**src/rtl/prim_assembler.sv**
```systemverilog
// Purpose: groups ID-stage vertex commands into point/line/triangle primitives for the rasterizer.
// Latency: primitive is valid the cycle after its completing vertex is consumed; Draw_Out likewise one cycle after Draw.
// Backpressure: single-entry output register; Stall = Prim_Valid & ~Prim_Ready holds the ID stage and blocks all input consumption.
module prim_assembler #(
  parameter int VERTEX_WIDTH = 64,
  parameter int CNT_WIDTH    = 16
) (
  input  logic                    CLK,
  input  logic                    RESET_N,
  input  logic                    StartPrimitive,
  input  logic [3:0]              PrimitiveType,
  input  logic                    NewVertex,
  input  logic [VERTEX_WIDTH-1:0] Vertex,
  input  logic                    EndPrimitive,
  input  logic                    Draw,
  output logic                    Stall,
  output logic                    Prim_Valid,
  input  logic                    Prim_Ready,
  output logic [3:0]              Prim_Type,
  output logic [VERTEX_WIDTH-1:0] Prim_V0,
  output logic [VERTEX_WIDTH-1:0] Prim_V1,
  output logic [VERTEX_WIDTH-1:0] Prim_V2,
  output logic                    Draw_Out,
  output logic [CNT_WIDTH-1:0]    Prim_Count,
  output logic                    Err
);

  typedef enum logic {ST_IDLE = 1'b0, ST_COLLECT = 1'b1} state_t;

  localparam logic [3:0] T_POINT     = 4'd0;
  localparam logic [3:0] T_LINE      = 4'd1;
  localparam logic [3:0] T_TRIANGLE  = 4'd2;
  localparam logic [3:0] T_TRI_STRIP = 4'd3;
  localparam logic [3:0] T_TRI_FAN   = 4'd4;

  state_t                  state_q, state_d;
  logic [3:0]              type_q, type_d;
  logic [1:0]              vcnt_q, vcnt_d;
  logic                    parity_q, parity_d;
  logic [VERTEX_WIDTH-1:0] s0_q, s0_d, s1_q, s1_d;
  logic                    err_d, draw_d;

  logic                    emit;
  logic [VERTEX_WIDTH-1:0] e_v0, e_v1, e_v2;

  logic take, start_ev, end_ev, nv_ev, draw_ev, multi;

  // Stall only reflects the output register, never the ID inputs.
  assign Stall = Prim_Valid & ~Prim_Ready;
  assign take  = ~Stall;

  // Priority decode: Start > End > NewVertex > Draw.
  assign start_ev = StartPrimitive;
  assign end_ev   = ~StartPrimitive & EndPrimitive;
  assign nv_ev    = ~StartPrimitive & ~EndPrimitive & NewVertex;
  assign draw_ev  = ~StartPrimitive & ~EndPrimitive & ~NewVertex & Draw;
  assign multi    = (StartPrimitive & (EndPrimitive | NewVertex | Draw)) |
                    (EndPrimitive & (NewVertex | Draw)) |
                    (NewVertex & Draw);

  // Next-state, vertex buffer update and primitive emission for the consumed command.
  always_comb begin
    state_d  = state_q;
    type_d   = type_q;
    vcnt_d   = vcnt_q;
    parity_d = parity_q;
    s0_d     = s0_q;
    s1_d     = s1_q;
    err_d    = Err;
    draw_d   = 1'b0;
    emit     = 1'b0;
    e_v0     = '0;
    e_v1     = '0;
    e_v2     = '0;
    if (take) begin
      if (multi) err_d = 1'b1;
      if (start_ev) begin
        // A start while collecting implicitly ends the current primitive.
        vcnt_d   = 2'd0;
        parity_d = 1'b0;
        if (PrimitiveType <= T_TRI_FAN) begin
          state_d = ST_COLLECT;
          type_d  = PrimitiveType;
        end else begin
          state_d = ST_IDLE;
          err_d   = 1'b1;
        end
      end else if (end_ev) begin
        // Partial vertices are simply dropped.
        state_d = ST_IDLE;
        vcnt_d  = 2'd0;
      end else if (nv_ev) begin
        if (state_q == ST_IDLE) begin
          err_d = 1'b1;
        end else begin
          unique case (type_q)
            T_POINT: begin
              emit = 1'b1;
              e_v0 = Vertex;
            end
            T_LINE: begin
              if (vcnt_q == 2'd0) begin
                s0_d   = Vertex;
                vcnt_d = 2'd1;
              end else begin
                emit   = 1'b1;
                e_v0   = s0_q;
                e_v1   = Vertex;
                vcnt_d = 2'd0;
              end
            end
            T_TRIANGLE: begin
              if (vcnt_q == 2'd0) begin
                s0_d   = Vertex;
                vcnt_d = 2'd1;
              end else if (vcnt_q == 2'd1) begin
                s1_d   = Vertex;
                vcnt_d = 2'd2;
              end else begin
                emit   = 1'b1;
                e_v0   = s0_q;
                e_v1   = s1_q;
                e_v2   = Vertex;
                vcnt_d = 2'd0;
              end
            end
            T_TRI_STRIP, T_TRI_FAN: begin
              if (vcnt_q == 2'd0) begin
                s0_d   = Vertex;
                vcnt_d = 2'd1;
              end else if (vcnt_q == 2'd1) begin
                s1_d   = Vertex;
                vcnt_d = 2'd2;
              end else begin
                emit   = 1'b1;
                e_v2   = Vertex;
                vcnt_d = 2'd3;
                s1_d   = Vertex;
                if (type_q == T_TRI_STRIP) begin
                  // Odd strip triangles swap the first two vertices to keep winding order.
                  e_v0     = parity_q ? s1_q : s0_q;
                  e_v1     = parity_q ? s0_q : s1_q;
                  s0_d     = s1_q;
                  parity_d = ~parity_q;
                end else begin
                  // Fan keeps the first vertex in S0 forever.
                  e_v0 = s0_q;
                  e_v1 = s1_q;
                end
              end
            end
            default: begin
            end
          endcase
        end
      end else if (draw_ev) begin
        draw_d = 1'b1;
      end
    end
  end

  // FSM state and vertex buffer registers.
  always_ff @(posedge CLK or negedge RESET_N) begin
    if (!RESET_N) begin
      state_q  <= ST_IDLE;
      type_q   <= 4'd0;
      vcnt_q   <= 2'd0;
      parity_q <= 1'b0;
      s0_q     <= '0;
      s1_q     <= '0;
    end else begin
      state_q  <= state_d;
      type_q   <= type_d;
      vcnt_q   <= vcnt_d;
      parity_q <= parity_d;
      s0_q     <= s0_d;
      s1_q     <= s1_d;
    end
  end

  // Single-entry output register: load on emit, clear on handshake, hold otherwise.
  // Prim_Type reports the primitive type as latched at StartPrimitive.
  always_ff @(posedge CLK or negedge RESET_N) begin
    if (!RESET_N) begin
      Prim_Valid <= 1'b0;
      Prim_Type  <= 4'd0;
      Prim_V0    <= '0;
      Prim_V1    <= '0;
      Prim_V2    <= '0;
    end else if (emit) begin
      Prim_Valid <= 1'b1;
      Prim_Type  <= type_q;
      Prim_V0    <= e_v0;
      Prim_V1    <= e_v1;
      Prim_V2    <= e_v2;
    end else if (Prim_Valid && Prim_Ready) begin
      Prim_Valid <= 1'b0;
    end
  end

  // Accepted-primitive counter, sticky error flag and draw pulse.
  always_ff @(posedge CLK or negedge RESET_N) begin
    if (!RESET_N) begin
      Prim_Count <= '0;
      Err        <= 1'b0;
      Draw_Out   <= 1'b0;
    end else begin
      if (Prim_Valid && Prim_Ready) Prim_Count <= Prim_Count + 1'b1;
      Err      <= err_d;
      Draw_Out <= draw_d;
    end
  end

endmodule
```
**config.mk**
```make
export PLATFORM = sky130hd
export DESIGN_NAME = prim_assembler
export DESIGN_NICKNAME = d
export VERILOG_FILES = /design/src/rtl/prim_assembler.sv
export SDC_FILE = /design/constraint.sdc
export NUM_CORES = 1
export LEC_CHECK = 0
export ABC_AREA = 1
export CAP_MARGIN = 25
export CORE_MARGIN = 2
export CORE_UTILIZATION = 54
export DETAILED_ROUTE_END_ITERATION = 12
export HOLD_SLACK_MARGIN = 0.03
export PLACE_DENSITY = 0.86
export SLEW_MARGIN = 30
export SYNTH_ARGS = -nofsm -noshare
export SYNTH_HDL_FRONTEND = slang
export SYNTH_SLANG_ARGS = --single-unit
```
**constraint.sdc**
```tcl
create_clock -name CLK -period 2.3 [get_ports CLK]
set_input_delay 0.69 -clock CLK [delete_from_list [all_inputs] [get_ports CLK]]
set_output_delay 0.69 -clock CLK [all_outputs]
set_load 0.1 [all_outputs]
```
==> metrics.txt <==
drt total wl 58.4 mm; Buf/Inv on CP 3; die span in y 187 um; core region area 0.0333 mm2; Clock Tree Root clkbuf_16; Post-Route Utilization 68.8%; Slowest Stage Delay on Critical Path 0.45 ns; die width 187 um; Port-buffer cells 290; Worst Hold Slack 0.110 ns; Synth Cell Area 0.0181 mm2; max-cap violations 0; layout net count 2914; Clock Path Buffers 3; Die ar. 0.0350 mm2; Layout Skew 0.0273 ns; largest net degree at the start of global routing 129; first-pass GRT wire length 94.7 mm; Relative slew margins 48.0%; row count 67; Hold Fails Final Rpt 0; Top delay family on crit path buffers and inverters; Worst-path clk slew 0.06 ns; DP Wirelength 37.1 mm; outcome finished clean; Tightest Pin Transition 0.780 ns; number of fill cells 2631; Tcrit/Tclk final 93.4%; sequential share of the synthesized area 48.5%; arrival time worst endpoint 2.55 ns; CP Class in -> reg; leak pwr 12.8 nW; Netlist cell types 35; 1st-pass router iterations 6; FF+latch count, synth 351; per-cell routed wire length 17.6 um; # hold bufs at CTS 0; Critical Path Fanout Max 52; Residual DRC 0; TritonCTS clock tree done; antenna violations before repair 2; Syn Nets 2645; Ys Warns 0; share of layout cells above drive strength 1 13.6%; area delta synth->final 26.6%; Period minus WS final 2.15 ns; CP cell instances clkdlybuf4s50_1, nor2_2, nand3_1, buf_4, nor3_1, nand3_4, buf_12, nand2_1, o21ai_0; CP endpoint kind register; TritonCTS buffer count 39; Reg2Reg Depth 10; initial drt markers 2043; synthesized area per cell 7.05 um2; CP startpoint kind input pin; peak supply drop 525 uV; instance count on the critical path 9; total congestion overflow 0; final antenna-violating net count 0; Worst Hold Class in -> async; routed via count 18500; worst-skew pair later-pin latency 0.55 ns; starting density of the core 54.4%; DP Area 0.0216 mm2; Synth Instances 2569; slowest stage cell on the critical path clkdlybuf4s50_1; vias in the first global route 18300; Max Fclk 466 MHz; CP Data Required Time 2.70 ns; aggregate global-route resource usage 33.4%; GP Congestion 0.895; RSZ-0062 raised after global routing false; Final Setup Violations 0; clk sinks 351; cell area after layout 0.0229 mm2; PD cells 691 mW/mm2; Final Max Slew Viols 0; vias per inst 5.57; IO Pins 291; flop2flop setup slack 0.18 ns; H-tree depth 2
[synth_stat cells (all sizes together)]
cell type     n  area share, %
buf          88            2.6
a31oi         1          0.035
nand3       239            6.6
xnor2         2          0.097
clkbuf       59            1.2
o21a         15           0.62
xor2         11           0.53
nand2      1103             23
o21ai       155            4.3
dfrtp       351             49
o211ai        1          0.041
inv         275            5.7
clkinv        1          0.021
nand3b        1          0.041
o22ai         1          0.035
ha            1          0.069
nor4          1          0.035
nand4         5           0.17
a21boi        1          0.041
nor3          9           0.28
a21oi        98            2.8
nor2        150            3.2
o31ai         1          0.041
[layout make-up]
class | count | area, um2 | share of cell area [%]
Antenna cell | 1 | 2.50 | 0.0109
Tap cell | 448 | 561 | 2.45
Clock buffer | 57 | 1120 | 4.91
Clock inverter | 13 | 145 | 0.633
Timing Repair Buffer | 375 | 3550 | 15.5
Sequential cell | 351 | 8790 | 38.3
Multi-Input combinational cell | 1795 | 7700 | 33.6
Inverter | 276 | 1040 | 4.52
[cells in the final DEF (no fill, tap or decap), types with 15 or more instances in the layout]
cell	Yosys	routed
nand2_1	1097	1094
dfrtp_1	351	350
inv_1	271	270
buf_4	7	257
nand3_1	238	235
nor2_1	146	144
o21ai_0	134	134
a21oi_1	95	95
clkdlybuf4s50_1	0	72
buf_12	0	44
clkbuf_16	0	40
o21ai_1	21	21
o21a_1	15	15
[worst reg2reg max path, cell delays in order, from the launching register on]
cell	delay, ns
dfrtp_1	0.44
inv_2	0.08
nand2_1	0.17
nand3_4	0.16
buf_4	0.28
nand2_4	0.20
buf_12	0.23
a21oi_1	0.17
nand2_1	0.06
nand3_1	0.13
nand2_1	0.09
[stage by stage]
step / setup TNS (ns) / instances / setup WS (ns) / total power (W)
2_1_floorplan: 0 / 2569 / 0.0393 / 0.00864
3_5_place_dp: -64.67 / 3244 / -0.310 / 0.00965
5_1_grt: 0 / 3316 / 0.0560 / 0.0164
6_report: 0 / 3316 / 0.153 / 0.0158
4_1_cts: 0 / 3315 / 0.105 / 0.0159
3_3_place_gp: -57.91 / 3244 / -0.295 / 0.00958
[cells by family (layout without fill, tap and decap cells)]
logic type | after synthesis | after routing | share of synthesized area (%)
compound gates | 273 | 273 | 7.91
xor+xnor | 13 | 13 | 0.629
fa+ha+maj | 1 | 1 | 0.0691
buf+inv | 423 | 721 | 9.54
flops | 351 | 351 | 48.5
other cells | 0 | 1 | 0
simple gates | 1508 | 1508 | 33.3
[what timing repair did]
action                                  4_1_cts  5_1_grt
pin swaps                                     1        0
setup buffers                                 1        0
endpoints found under the setup margin        1        8
resized for setup                             1        1
[path summary, 6_finish.rpt]
path / start / to
max: EndPrimitive / s1_q[33]
min: RESET_N / Prim_Count[9]
max reg2reg: vcnt_q[1] / Prim_V0[34]
min reg2reg: Prim_V2[46] / Prim_V2[46]
max in group asynchronous: RESET_N / Prim_V2[53]
min in group CLK: Prim_V2[46] / Prim_V2[46]
[routing by layer]
layer | up-vias | routed length [um] | global-route usage [%]
li1 | 8457 | - | -
met1 | 8604 | 22300 | 43.1
met2 | 1182 | 27600 | 54.2
met3 | 224 | 5970 | 6.92
met4 | 2 | 2490 | 16.0
met5 | - | 13 | 0
[sequential cells by signal, indices dropped and copies added (netlist names)]
name,flops
parity_q,1
Prim_Type,4
Prim_V0,64
vcnt_q,2
Prim_V2,64
Draw_Out,1
type_q,4
Prim_Count,16
Prim_V1,64
Err,1
state_q,1
Prim_Valid,1
s0_q,64
s1_q,64
[report_power, final]
group,switching (W),internal [W]
combinational,0.00213,0.000731
clock,0.00260,0.00364
sequential,0.000258,0.00647
total,0.00499,0.0108
Note: power is estimated with default switching activity, not from simulation.
